===== config.mk =====
export PLATFORM = sky130hd
export DESIGN_NAME = fadd_result_fifo
export DESIGN_NICKNAME = d
export VERILOG_FILES = /design/src/rtl/fadd_result_fifo.sv
export SDC_FILE = /design/constraint.sdc
export NUM_CORES = 1
export LEC_CHECK = 0
export ABC_AREA = 1
export BUFFER_PORTS_ARGS = -buffer_cell sky130_fd_sc_hd__buf_2
export CORE_MARGIN = 4
export CORE_UTILIZATION = 25
export CTS_CLUSTER_DIAMETER = 100
export DETAILED_ROUTE_END_ITERATION = 10
export PLACE_DENSITY = 0.41
export SLEW_MARGIN = 20
export SYNTH_ARGS = -nofsm -noshare
export SYNTH_HDL_FRONTEND = slang
export SYNTH_SLANG_ARGS = --single-unit

===== constraint.sdc =====
create_clock -name clk -period 2.65 [get_ports clk]
set_input_delay 0.53 -clock clk [delete_from_list [all_inputs] [get_ports clk]]
set_output_delay 0.53 -clock clk [all_outputs]
set_load 0.01 [all_outputs]

===== src/rtl/fadd_result_fifo.sv =====
// Result FIFO between the FP adder and writeback, first-word-fall-through from storage.
// Define FADD_FFLAGS_ACCRUE_EN to enable accrued exception-flag collection on pops.
module fadd_result_fifo #(
   parameter int EXPWIDTH     = 5,
   parameter int PRECISION    = 3,
   parameter int CTRL_C_WIDTH = 16,
   parameter int DEPTH_WARP   = 4,
   parameter int FIFO_DEPTH   = 4
) (
   input  logic                                 clk,
   input  logic                                 rst_n,
   input  logic                                 in_valid_i,
   output logic                                 in_ready_o,
   input  logic [EXPWIDTH+PRECISION:0]          result_i,
   input  logic [4:0]                           fflags_i,
   input  logic [CTRL_C_WIDTH-1:0]              ctrl_c_i,
   input  logic [2:0]                           ctrl_rm_i,
   input  logic [7:0]                           ctrl_reg_idxw_i,
   input  logic [DEPTH_WARP-1:0]                ctrl_warpid_i,
   output logic                                 out_valid_o,
   input  logic                                 out_ready_i,
   output logic [EXPWIDTH+PRECISION:0]          result_o,
   output logic [4:0]                           fflags_o,
   output logic [CTRL_C_WIDTH-1:0]              ctrl_c_o,
   output logic [2:0]                           ctrl_rm_o,
   output logic [7:0]                           ctrl_reg_idxw_o,
   output logic [DEPTH_WARP-1:0]                ctrl_warpid_o,
   output logic [$clog2(FIFO_DEPTH):0]          count_o,
   input  logic                                 acc_clr_i,
   output logic [4:0]                           acc_fflags_o
);

   localparam int RES_W = EXPWIDTH + PRECISION + 1;
   localparam int AW    = $clog2(FIFO_DEPTH);
   localparam int CNT_W = AW + 1;

   typedef struct packed {
      logic [RES_W-1:0]        result;
      logic [4:0]              fflags;
      logic [CTRL_C_WIDTH-1:0] ctrl_c;
      logic [2:0]              ctrl_rm;
      logic [7:0]              ctrl_reg_idxw;
      logic [DEPTH_WARP-1:0]   ctrl_warpid;
   } entry_t;

   entry_t           r_mem [FIFO_DEPTH];
   logic [AW-1:0]    r_wr_ptr;
   logic [AW-1:0]    r_rd_ptr;
   logic [CNT_W-1:0] r_count;
   logic             w_push;
   logic             w_pop;
   entry_t           w_in;
   entry_t           w_head;

   // Ready/valid depend only on registered occupancy, so no comb path crosses the FIFO.
   assign in_ready_o  = (r_count != CNT_W'(FIFO_DEPTH));
   assign out_valid_o = (r_count != '0);
   assign w_push      = in_valid_i & in_ready_o;
   assign w_pop       = out_valid_o & out_ready_i;

   assign w_in = '{result:        result_i,
                   fflags:        fflags_i,
                   ctrl_c:        ctrl_c_i,
                   ctrl_rm:       ctrl_rm_i,
                   ctrl_reg_idxw: ctrl_reg_idxw_i,
                   ctrl_warpid:   ctrl_warpid_i};

   // NOTE: storage is reset too, so the head fields read as zero straight out of reset.
   always_ff @(posedge clk or negedge rst_n) begin
      if (!rst_n) begin
         for (int i = 0; i < FIFO_DEPTH; i++) r_mem[i] <= '0;
      end else if (w_push) begin
         // NOTE: non-blocking assignments keep every register update ordered to the edge.
         r_mem[r_wr_ptr] <= w_in;
      end
   end

   // Pointers wrap naturally because FIFO_DEPTH is a power of two.
   always_ff @(posedge clk or negedge rst_n) begin
      if (!rst_n) begin
         r_wr_ptr <= '0;
         r_rd_ptr <= '0;
         r_count  <= '0;
      end else begin
         if (w_push) r_wr_ptr <= r_wr_ptr + AW'(1);
         if (w_pop)  r_rd_ptr <= r_rd_ptr + AW'(1);
         if (w_push && !w_pop)      r_count <= r_count + CNT_W'(1);
         else if (w_pop && !w_push) r_count <= r_count - CNT_W'(1);
      end
   end

   assign w_head          = r_mem[r_rd_ptr];
   assign result_o        = w_head.result;
   assign fflags_o        = w_head.fflags;
   assign ctrl_c_o        = w_head.ctrl_c;
   assign ctrl_rm_o       = w_head.ctrl_rm;
   assign ctrl_reg_idxw_o = w_head.ctrl_reg_idxw;
   assign ctrl_warpid_o   = w_head.ctrl_warpid;
   assign count_o         = r_count;

`ifdef FADD_FFLAGS_ACCRUE_EN
   logic [4:0] r_acc;

   // Clear applies to the old value only, so flags popped during a clear survive.
   always_ff @(posedge clk or negedge rst_n) begin
      if (!rst_n) r_acc <= '0;
      else        r_acc <= (acc_clr_i ? 5'd0 : r_acc) | (w_pop ? w_head.fflags : 5'd0);
   end

   assign acc_fflags_o = r_acc;
`else
   logic w_unused_acc_clr;

   assign w_unused_acc_clr = acc_clr_i;
   assign acc_fflags_o     = '0;
`endif

endmodule


==> Implementation_results.wiki <==
{| class="wikitable"
! Metric !! Value
|-
| X dimension of the die || 201.8 um
|-
| Endpoints failing setup || 0
|-
| Classification of the worst setup path || reg -> out
|-
| Critical path data arrival time || 2.03 ns
|-
| Core outline area || 36870 sq um
|-
| Drc violations || 0
|-
| Global placer's final weighted congestion || 0.6968
|-
| Shortest period the worst path allows || around 2.6 ns
|-
| Initial antenna violation count || 2
|-
| Synthesized area per cell || 8.109 sq um
|-
| Number of buffers created by CTS || 17
|-
| First-pass detailed-route iteration total || 5
|-
| Total routing usage reported by global routing || 0.1535
|-
| Total of warnings raised by yosys || 0
|-
| Total number of vias || roughly 8000
|-
| Max-Cap Viols || 0
|-
| Start of the worst register-to-register path || count_o[0]
|-
| Total number of placement rows || 70
|-
| Max-slew violation count || 0
|-
| Layout area overhead || 15.18%
|-
| Clock skew after layout || 0.01832 ns
|-
| Routed wire per std cell || 18.41 um
|-
| Run status || completed
|-
| Gate Count Post-Synth || 1158
|-
| Number of cells traversed by the worst hold path || 3
|-
| Clock slew seen by the registers of the worst setup and hold paths || 0.09 ns
|-
| Area share of the leading cell type in the synthesized netlist || 0.4983
|-
| Beginning of the worst hold path || out_ready_i
|-
| Via density || a little under 5
|-
| Bufs on Longest Clock Path || 2
|-
| Area enclosed by the die boundary || 40730 sq um
|-
| Count of final hold-check violations || 0
|-
| Flip-flop and latch count after synthesis || between 150 and 200
|-
| Root Driver || sky130_fd_sc_hd__clkbuf_16
|-
| Clock tree from TritonCTS || built
|-
| CTS H-tree lvls || 4
|-
| Sum of internal, switching and leakage power || 14.26 mW
|-
| Pin slew with the least headroom to its limit || between 0.7 and 0.8 ns
|-
| Count of boundary I/O pins || 105
|-
| Fin crit share || 0.9667
|-
| End of the worst register-to-register path || count_o[2]
|-
| Headroom to the max-slew limit || 0.4710
|-
| Post-CTS Repair Setup Buffers || 0
|-
| Synth area leader || sky130_fd_sc_hd__dfrtp_1
|-
| Area occupied by multi-input gates || about 4000 sq um
|-
| Number of cell instances on the worst register-to-register path || 10
|-
| Class of the tightest hold or removal check || in -> reg
|-
| Count of different cell masters after synthesis || 23
|-
| Power per Cell Area || 1318 nW/um^2
|-
| # clock sinks || 187
|-
| Required time of the critical path || 2.12 ns
|-
| Global-route congestion overflow total || 0
|-
| Fill cell count || 4059
|-
| Port Buf Inserts || slightly below 100
|-
| Max FO, Critical Path || 92
|-
| Startpoint type of the worst setup path || flop
|-
| Fraction of final layout cells sized beyond drive strength 1 || 0.1385
|-
| Wire length of the first global-routing pass || 49570 um
|-
| Clock latency of the later-clocked register in the worst-skew pair || 0.45 ns
|-
| Unrepaired setup endpoints after global routing || yes
|-
| F_max || a little under 400 MHz
|-
| Antenna diodes || 0
|-
| Util after Layout || 0.2933
|-
| Area of the mapped netlist || 9390 sq um
|-
| Area taken by flip-flops and latches || about 4700 sq um
|-
| Routed Wire Length || 31490 um
|-
| Vias in the first global route || 8068
|-
| Post-route antenna net violation count || 0
|-
| Height of the die || 201.8 um
|-
| Standby leakage power || between 5 and 6 nW
|-
| Sequential area share after synthesis || 0.4983
|-
| Sort of element at the end of the critical path || primary output
|-
| Worst min-delay path endpoint || r_rd_ptr[1]
|-
| R2R Setup Slk || 0.64 ns
|-
| Largest net degree at the start of global routing || 128
|-
| Final net count || 1249
|-
| Largest vdd supply drop || 0.0006076 V
|-
| Half-perimeter wire length after placement || 17030 um
|-
| Starting density of the core || 0.2547
|-
| Biggest area contributors in the synthesized netlist || sky130_fd_sc_hd__dfrtp_1 50%, sky130_fd_sc_hd__nand2_1 15%, sky130_fd_sc_hd__nand4_1 12%
|-
| DRT iter0 DRCs || about 600
|}
==> cell usage in the layout, fill, tap and decap left out, types with 3 or more instances in the layout <==
| master | netlist | final |
|---|---|---|
| sky130_fd_sc_hd__inv_8 | 0 | 3 |
| sky130_fd_sc_hd__nand4_1 | 181 | 181 |
| sky130_fd_sc_hd__o21ai_1 | 49 | 49 |
| sky130_fd_sc_hd__inv_1 | 7 | 7 |
| sky130_fd_sc_hd__nand2_1 | 381 | 381 |
| sky130_fd_sc_hd__ha_2 | 0 | 4 |
| sky130_fd_sc_hd__conb_1 | 1 | 5 |
| sky130_fd_sc_hd__nand3_4 | 4 | 4 |
| sky130_fd_sc_hd__o21ai_0 | 86 | 86 |
| sky130_fd_sc_hd__clkinv_4 | 0 | 3 |
| sky130_fd_sc_hd__buf_2 | 32 | 96 |
| sky130_fd_sc_hd__bufinv_16 | 0 | 3 |
| sky130_fd_sc_hd__dfrtp_1 | 187 | 186 |
| sky130_fd_sc_hd__nand3_1 | 4 | 4 |
| sky130_fd_sc_hd__nor2_1 | 135 | 135 |
| sky130_fd_sc_hd__buf_4 | 29 | 12 |
| sky130_fd_sc_hd__clkbuf_16 | 0 | 17 |
| sky130_fd_sc_hd__buf_12 | 0 | 12 |
==> cell type report <==
type | instances | share of cell area
Tap cell | 504 | 0.05831
Clock inverter | 13 | 0.01689
Clock buffer | 19 | 0.04095
Multi-Input combinational cell | 855 | 0.3692
Inverter | 9 | 0.003471
Timing Repair Buffer | 123 | 0.07820
Sequential cell | 187 | 0.4330
==> worst max-delay path by stage <==
stage / from / end / slack [ns]
6_report: r_rd_ptr[0] / result_o[8] / 0.09
5_1_grt: r_rd_ptr[0] / ctrl_reg_idxw_o[6] / -0.01
4_1_cts: r_rd_ptr[0] / ctrl_reg_idxw_o[6] / 0.02
3_3_place_gp: r_rd_ptr[0] / result_o[8] / 0.50
2_1_floorplan: count_o[0] / count_o[1] / 0.73
3_5_place_dp: r_rd_ptr[0] / ctrl_reg_idxw_o[6] / 0.51
==> timing repair <==
action	CTS	global route
setup endpoints to repair	0	14
gates resized for setup	0	3
hold endpoints to repair	10	0
hold buffers	1	0
==> layer usage <==
metal | part of all wire | global-route usage
met5 | 0.00079 | 0
met4 | 0.0072 | 0.03027
met3 | 0.041 | 0.02695
met2 | 0.47 | 0.2439
met1 | 0.48 | 0.2211
==> power breakdown <==
group	leakage (nW)	internal, mW	switching, mW	total (mW)
registers	2.34	4.17	0.687	4.85
clock network	0.300	1.54	1.26	2.80
logic	2.69	2.16	4.44	6.60
total	5.33	7.87	6.38	14.3
==> registers in the layout, indices dropped and copies added (netlist names) <==
| name | count |
|---|---|
| count_o | 3 |
| r_mem | 180 |
| r_wr_ptr | 2 |
| r_rd_ptr | 2 |
==> synthesized netlist by cell type <==
cell type / instances
sky130_fd_sc_hd__nand2_2: 1
sky130_fd_sc_hd__o21ai_1: 49
sky130_fd_sc_hd__fa_1: 1
sky130_fd_sc_hd__nand3_4: 4
sky130_fd_sc_hd__nand3_1: 4
sky130_fd_sc_hd__clkbuf_1: 15
sky130_fd_sc_hd__inv_2: 2
sky130_fd_sc_hd__nand4_1: 181
sky130_fd_sc_hd__buf_1: 15
sky130_fd_sc_hd__inv_1: 7
sky130_fd_sc_hd__nand2_1: 381
sky130_fd_sc_hd__nand2_8: 1
sky130_fd_sc_hd__o21ai_0: 86
sky130_fd_sc_hd__ha_1: 5
sky130_fd_sc_hd__nor2_4: 1
sky130_fd_sc_hd__nor2_1: 135
sky130_fd_sc_hd__xnor2_1: 1
sky130_fd_sc_hd__clkbuf_2: 1
sky130_fd_sc_hd__buf_6: 19
sky130_fd_sc_hd__buf_2: 32
sky130_fd_sc_hd__buf_4: 29
sky130_fd_sc_hd__dfrtp_1: 187
sky130_fd_sc_hd__conb_1: 1
==> critical path: stages, from the launching register on <==
cell	delay (ns)
sky130_fd_sc_hd__dfrtp_4	0.43
sky130_fd_sc_hd__buf_12	0.42
sky130_fd_sc_hd__nor2_1	0.10
sky130_fd_sc_hd__o21ai_0	0.42
sky130_fd_sc_hd__buf_2	0.22
==> cell families (layout without fill, tap and decap cells) <==
group	count (synthesis)	count (layout)	share of synthesized area
buffers and inverters	120	164	0.07915
xor gates and xnor gates	1	1	0.0009329
DFF	187	187	0.4983
other	1	5	0.0003994
adders and majority gates	6	6	0.008794
and+or+nand+nor	708	708	0.3404
AOI/OAI and AO/OA	135	135	0.07195
==> metrics by stage <==
stage | std cells | setup TNS [ns] | hold WS [ns] | worst slack, ns | instance area [sq um]
floorplan | 1162 | 0 | 0.2344 | 0.7260 | 9405
global placement | 1677 | 0 | 0.3963 | 0.5017 | 10180
detailed placement | 1677 | 0 | 0.3940 | 0.5054 | 10180
CTS | 1710 | 0 | 0.3182 | 0.01921 | 10810
global route | 1710 | -0.02281 | 0.3455 | -0.01373 | 10820
finish | 1710 | 0 | 0.3421 | 0.08824 | 10820
No activity file was read; power rests on OpenSTA's default activity.
